`src/rtl/mul_pkg.sv`:
```
// Shared definitions for the iterative multiplier and its fixed-point post-processing.
// Holds the controller state encoding and the saturation-limit helpers.
package mul_pkg;

    typedef logic [1:0] state_t;

    localparam state_t StIdle = 2'd0;
    localparam state_t StCalc = 2'd1;
    localparam state_t StDone = 2'd2;

    // Wide enough to hold any limit and any sign-extended product of interest.
    localparam int unsigned SatW = 128;

    function automatic logic signed [SatW-1:0] sat_hi(input int unsigned w,
                                                      input logic is_signed);
        logic signed [SatW-1:0] one;
        one = SatW'(1);
        return is_signed ? (one << (w - 1)) - one : (one << w) - one;
    endfunction

    function automatic logic signed [SatW-1:0] sat_lo(input int unsigned w,
                                                      input logic is_signed);
        logic signed [SatW-1:0] one;
        one = SatW'(1);
        return is_signed ? -(one << (w - 1)) : '0;
    endfunction

endpackage

```
`src/rtl/mul_fix_sat.sv`:
```
// Combinational fixed-point rescale: shifts a 2*D_W product right by FRAC (floor)
// and saturates it to D_W bits in the signed or unsigned range.
module mul_fix_sat
    import mul_pkg::*;
#(
    parameter int unsigned D_W  = 16,
    parameter int unsigned FRAC = 8
) (
    input  logic [2*D_W-1:0] prod,
    input  logic             is_signed,
    output logic [D_W-1:0]   fix
);

    logic signed [2*D_W-1:0] prod_s;
    logic        [2*D_W-1:0] shifted;
    logic signed [SatW-1:0]  ext;
    logic signed [SatW-1:0]  hi;
    logic signed [SatW-1:0]  lo;

    always_comb begin
        prod_s = prod;
        if (is_signed) begin
            shifted = prod_s >>> FRAC;
        end else begin
            shifted = prod >> FRAC;
        end
        ext = {{(SatW - 2 * D_W){is_signed & shifted[2*D_W-1]}}, shifted};
        hi  = sat_hi(D_W, is_signed);
        lo  = sat_lo(D_W, is_signed);
        if (ext > hi) begin
            fix = is_signed ? {1'b0, {(D_W - 1){1'b1}}} : {D_W{1'b1}};
        end else if (ext < lo) begin
            fix = is_signed ? {1'b1, {(D_W - 1){1'b0}}} : {D_W{1'b0}};
        end else begin
            fix = shifted[D_W-1:0];
        end
    end

endmodule

```
`src/rtl/seq_shift_add_mul.sv`:
```
// Radix-2 shift-add multiplier, one partial product per clock, with valid/ready on both sides.
// Works on magnitudes and applies the sign at the last step; also emits a saturated fixed-point result.
module seq_shift_add_mul
    import mul_pkg::*;
#(
    parameter int unsigned D_W  = 16,
    parameter int unsigned FRAC = 8
) (
    input  logic               I_CLK,
    input  logic               I_RST_N,
    input  logic               I_VALID,
    output logic               O_READY,
    input  logic [D_W-1:0]     I_A,
    input  logic [D_W-1:0]     I_B,
    input  logic               I_SIGNED,
    output logic               O_VALID,
    input  logic               I_READY,
    output logic [2*D_W-1:0]   O_PROD,
    output logic [D_W-1:0]     O_FIX
);

    localparam int unsigned CntW = $clog2(D_W);

    state_t             state_q, state_d;
    logic [2*D_W-1:0]   mcand_q, mcand_d;
    logic [D_W-1:0]     mplier_q, mplier_d;
    logic [2*D_W-1:0]   acc_q, acc_d;
    logic [CntW-1:0]    cnt_q, cnt_d;
    logic               neg_q, neg_d;
    logic               mode_q, mode_d;
    logic [2*D_W-1:0]   prod_q, prod_d;
    logic [D_W-1:0]     fix_q, fix_d;

    logic [D_W-1:0]     abs_a, abs_b;
    logic [2*D_W-1:0]   acc_step;
    logic [2*D_W-1:0]   prod_final;
    logic [D_W-1:0]     fix_final;

    // Most-negative input negates to itself, which is the correct unsigned magnitude.
    assign abs_a = (I_SIGNED && I_A[D_W-1]) ? (~I_A + D_W'(1)) : I_A;
    assign abs_b = (I_SIGNED && I_B[D_W-1]) ? (~I_B + D_W'(1)) : I_B;

    assign acc_step   = mplier_q[0] ? acc_q + mcand_q : acc_q;
    assign prod_final = neg_q ? -acc_step : acc_step;

    mul_fix_sat #(
        .D_W  (D_W),
        .FRAC (FRAC)
    ) u_fix_sat (
        .prod      (prod_final),
        .is_signed (mode_q),
        .fix       (fix_final)
    );

    always_comb begin
        state_d  = state_q;
        mcand_d  = mcand_q;
        mplier_d = mplier_q;
        acc_d    = acc_q;
        cnt_d    = cnt_q;
        neg_d    = neg_q;
        mode_d   = mode_q;
        prod_d   = prod_q;
        fix_d    = fix_q;
        case (state_q)
            StIdle: begin
                if (I_VALID) begin
                    mcand_d  = {{D_W{1'b0}}, abs_a};
                    mplier_d = abs_b;
                    neg_d    = I_SIGNED & (I_A[D_W-1] ^ I_B[D_W-1]);
                    mode_d   = I_SIGNED;
                    acc_d    = '0;
                    cnt_d    = '0;
                    state_d  = StCalc;
                end
            end
            StCalc: begin
                acc_d    = acc_step;
                mcand_d  = mcand_q << 1;
                mplier_d = mplier_q >> 1;
                cnt_d    = cnt_q + CntW'(1);
                if (cnt_q == CntW'(D_W - 1)) begin
                    prod_d  = prod_final;
                    fix_d   = fix_final;
                    state_d = StDone;
                end
            end
            StDone: begin
                if (I_READY) begin
                    state_d = StIdle;
                end
            end
            default: state_d = StIdle;
        endcase
    end

    always_ff @(posedge I_CLK or negedge I_RST_N) begin
        if (!I_RST_N) begin
            state_q  <= StIdle;
            mcand_q  <= '0;
            mplier_q <= '0;
            acc_q    <= '0;
            cnt_q    <= '0;
            neg_q    <= 1'b0;
            mode_q   <= 1'b0;
            prod_q   <= '0;
            fix_q    <= '0;
        end else begin
            state_q  <= state_d;
            mcand_q  <= mcand_d;
            mplier_q <= mplier_d;
            acc_q    <= acc_d;
            cnt_q    <= cnt_d;
            neg_q    <= neg_d;
            mode_q   <= mode_d;
            prod_q   <= prod_d;
            fix_q    <= fix_d;
        end
    end

    assign O_READY = (state_q == StIdle);
    assign O_VALID = (state_q == StDone);
    assign O_PROD  = prod_q;
    assign O_FIX   = fix_q;

endmodule

```
`config.mk`:
```
export PLATFORM = sky130hd
export DESIGN_NAME = seq_shift_add_mul
export DESIGN_NICKNAME = d
export VERILOG_FILES = /design/src/rtl/mul_pkg.sv /design/src/rtl/mul_fix_sat.sv /design/src/rtl/seq_shift_add_mul.sv
export SDC_FILE = /design/constraint.sdc
export NUM_CORES = 1
export LEC_CHECK = 0
export CORE_UTILIZATION = 40
export CTS_BUF_LIST = sky130_fd_sc_hd__clkbuf_16
export CTS_CLUSTER_DIAMETER = 50
export DETAILED_ROUTE_END_ITERATION = 16
export PLACE_DENSITY = 0.65
export SLEW_MARGIN = 20
export SYNTH_ARGS = -nofsm -noshare
export SYNTH_HDL_FRONTEND = slang
export SYNTH_SLANG_ARGS = --single-unit
```
`constraint.sdc`:
```
create_clock -name I_CLK -period 8.8 [get_ports I_CLK]
set_clock_uncertainty 0.05 [all_clocks]
set_input_delay 2.64 -clock I_CLK [delete_from_list [all_inputs] [get_ports I_CLK]]
set_output_delay 2.64 -clock I_CLK [all_outputs]
set_load 0.01 [all_outputs]
```
==> out/metrics.csv <==
metric,value,unit
number of synthesized register bits,136,
Wirelength per Cell,17.5,um
TritonRoute pass-1 iters,7,
Pleak,0.00465,uW
total vias in the final route,8987,
Worst Path Buf+Inv,2,
met3 usage,3.54,%
Worst Hold Endpoint,O_PROD[1],
Critical Path Start Type,flip-flop,
layout cells sized above 1,7.20,%
synth warn,0,
prevailing post-synth register cell,dfrtp_1,
Cells on Worst Hold Path,2,
Resized cells post-CTS,0,
Tmin final,7.07,ns
# nets final,1297,
met2 Usage GRT,38.1,%
total congestion overflow,0,
"Critical Path, Cell by Cell",ha_1 -> fa_1 -> a211oi_2 -> o211ai_1 -> a21o_1 -> a211oi_2 -> nor3b_2 -> nand4_1 -> nand4b_1 -> o21ai_0 -> xnor2_1 -> inv_1 -> ha_1 -> inv_1 -> or3_1 -> or4_1 -> nor4_1 -> a41oi_1 -> o41ai_4 -> o211ai_1 -> o21a_1,
placed cells,1515,
Net Sw Frac,48.9,%
Ports,87,
Initial Util,40.7,%
clk_lat worst skew,0.43,ns
H-tree depth,4,
"Async S/R FF share, synth",100,%
Final Cycle Share,80.3,%
routed wire length,27100,um
core area,0.0242,sq mm
Clock Power Share,15.2,%
crit path max-delay cell type,o41ai_4,
"commonest non-fill, non-tap cell in the layout",nand2_1,
RSZ-0062 raised after global routing,false,
Worst EP arrival,7.34,ns
Fmax,0.141,GHz
CP Class,flip-flop to flip-flop,
Comb pwr share,62.8,%
sequential power share,22.1,%
Antenna Nets Post-Route,0,
Power Internal,2650,uW
"Clk pin slew, worst setup/hold paths",0.06,ns
clk sinks,136,
number of buffers created by CTS,17,
number of synthesized flops with an enable pin,0,
CTS tree,built,
max cap viols,0,
vias in the first global route,8557,
"commonest non-fill, non-tap cells in the layout","nand2_1, o21ai_0, dfrtp_1, clkdlybuf4s50_1, nor2_1",
Final TNS setup,0,ns
status,"complete, no violations",
Area Growth Syn to Fin,17.4,%
Syn Nets,1246,
min-delay worst type,flip-flop to flip-flop,
global-route wire length before repair,45000,um
Fin. Hold Viols,0,
hold path start,O_PROD[1],
r2r worst-path depth,21,
met1 Usage GRT,28.2,%
# Post-CTS Setup Buffers,0,
Syn Area/Cell,8.51,sq um
dpl hpwl,19400,um
sequential area share after synthesis,34.5,%
reg2reg setup slack,1.73,ns
Worst-Margin Slew,1.01,ns
hold buffer count at CTS,0,
total track usage,21.9,%
crit path max fanout,17,
Post-Synthesis Cell Area,0.00986,sq mm
Die W,159,um
die area,0.0253,sq mm
required time of the critical path,9.07,ns
DRC viols,0,
CTS max path bufs,2,
Detailed Route Iter0 Violations,561,
Sw Pwr,2540,uW
pwr dens,447,mW/mm^2
Root Driver,clkbuf_16,
FF-to-FF Start,mcand_q[0],
"Slew Viols, Final",0,
Buffers on Ports,86,
Post-Synthesis Cells,1159,
"non-filler cells, final",1547,
Setup-failing EPs final,0,
n_diodes,0,
initial antenna violation count,0,
busiest grt layer,met2,
"CP delay by family, top",compound AO/OA/AOI/OAI gates,
Die Y,159,um
Slew Limit Headroom,32.6,%
Peak VDD IR,0.212,mV
reg-to-reg critical path endpoint,O_FIX[3],
crit end category,flip-flop,
"slowest stage delay, CP",0.86,ns
Cell variety after synth,84,
pin count of the biggest net entering global routing,79,
Vias per Instance,5.81,
gp weighted congestion,0.906,
row count,57,
==> cell usage after synthesis, types with 4 or more instances <==
cell | n | area share, %
a22o_1 | 4 | 0.36
o31ai_1 | 19 | 1.4
a21o_1 | 10 | 0.76
a221o_1 | 5 | 0.51
nor3_1 | 16 | 0.81
clkbuf_1 | 48 | 1.8
a211oi_2 | 4 | 0.51
mux2_2 | 10 | 1.1
nand4_1 | 14 | 0.89
o21ai_1 | 8 | 0.41
xnor2_1 | 41 | 3.6
o211a_1 | 4 | 0.41
a31oi_1 | 10 | 0.63
and2_1 | 4 | 0.25
nand2_1 | 173 | 6.6
o2111ai_1 | 4 | 0.36
a211oi_1 | 14 | 1.1
buf_1 | 4 | 0.15
nand3b_1 | 6 | 0.46
xor2_1 | 27 | 2.4
ha_1 | 49 | 6.2
or4_1 | 4 | 0.30
dfrtp_1 | 136 | 35
o2bb2ai_1 | 4 | 0.36
nand3_1 | 36 | 1.8
mux2i_1 | 8 | 0.81
inv_1 | 24 | 0.91
nand2b_1 | 14 | 0.89
nor2_1 | 65 | 2.5
nor2b_1 | 15 | 0.95
a21oi_1 | 49 | 2.5
o31a_1 | 6 | 0.53
buf_2 | 8 | 0.41
o21a_1 | 31 | 2.4
a22oi_1 | 30 | 2.3
or3_1 | 17 | 1.1
o211ai_1 | 20 | 1.5
o21ai_0 | 142 | 7.2
o41ai_1 | 5 | 0.44
==> power by group through the flow <==
stage	combinational, uW	sequential, uW	clock, uW
floorplan	2350	1110	0
global placement	3160	1150	0
detailed placement	3210	1150	0
CTS	3240	1150	800
global route	3600	1180	821
finish	3250	1140	786
==> per-stage QoR <==
stage               setup slack [ns]  utilization, %  instance area, sq um  total power [uW]  hold WS (ns)
detailed placement              1.80            45.1                 10900              4360         0.417
finish                          1.73            47.8                 11600              5180         0.427
CTS                             1.74            47.8                 11600              5190         0.433
floorplan                       2.91               -                  9860              3450         0.408
global placement                2.10            45.1                 10900              4310         0.410
global route                    1.16            47.8                 11600              5600         0.449
==> registers in the layout, indices dropped and copies added, names as in the netlist <==
signal / count
cnt_q: 4
acc_q: 32
state_q: 2
O_PROD: 32
mode_q: 1
mcand_q: 32
O_FIX: 16
neg_q: 1
mplier_q: 16
==> routing by layer <==
metal | part of all wire (%) | vias to the layer above
met2 | 50 | 149
met3 | 3.3 | 30
met4 | 1.9 | 0
li1 | - | 4385
met5 | 0 | -
met1 | 45 | 4423
==> worst reg2reg max path: stages (launching register included) <==
cell and delay, ns:
dfrtp_1 0.40, ha_1 0.25, fa_1 0.45, a211oi_2 0.48, o211ai_1 0.23, a21o_1 0.22
a211oi_2 0.40, nor3b_2 0.35, nand4_1 0.24, nand4b_1 0.36, o21ai_0 0.28, xnor2_1 0.25
inv_1 0.09, ha_1 0.30, inv_1 0.05, or3_1 0.35, or4_1 0.41, nor4_1 0.36
a41oi_1 0.21, o41ai_4 0.86, o211ai_1 0.20, o21a_1 0.16
==> layout make-up <==
cell class	count	area, sq um
fillers	2365	12700
multi-input cells	935	6110
flip-flops and latches	136	3400
repair buffers	96	937
clock buffers	17	425
well taps	324	405
clock inverters	15	213
inverters	24	90.1
==> worst max-delay path by stage <==
stage,startpoint,endpoint,slack [ns],cells past startpoint
finish,mcand_q[0],O_FIX[3],1.73,21
global route,mcand_q[0],O_FIX[11],1.16,21
CTS,mcand_q[0],O_FIX[1],1.74,21
detailed placement,mcand_q[0],O_FIX[7],1.80,21
global placement,mcand_q[0],O_FIX[12],2.10,21
floorplan,mcand_q[0],O_FIX[13],2.91,25
==> cell families (layout without fill, tap and decap cells) <==
| logic type | after synthesis | in the layout | share of synthesized area [%] |
|---|---|---|---|
| compound gates | 414 | 414 | 28.7 |
| xor+xnor | 68 | 68 | 6.04 |
| fa+ha+maj | 50 | 50 | 6.42 |
| buf+inv | 88 | 152 | 3.72 |
| flops | 136 | 136 | 34.5 |
| mux | 18 | 18 | 1.95 |
| simple gates | 385 | 385 | 18.6 |
Note: power is estimated with default switching activity, not from simulation.
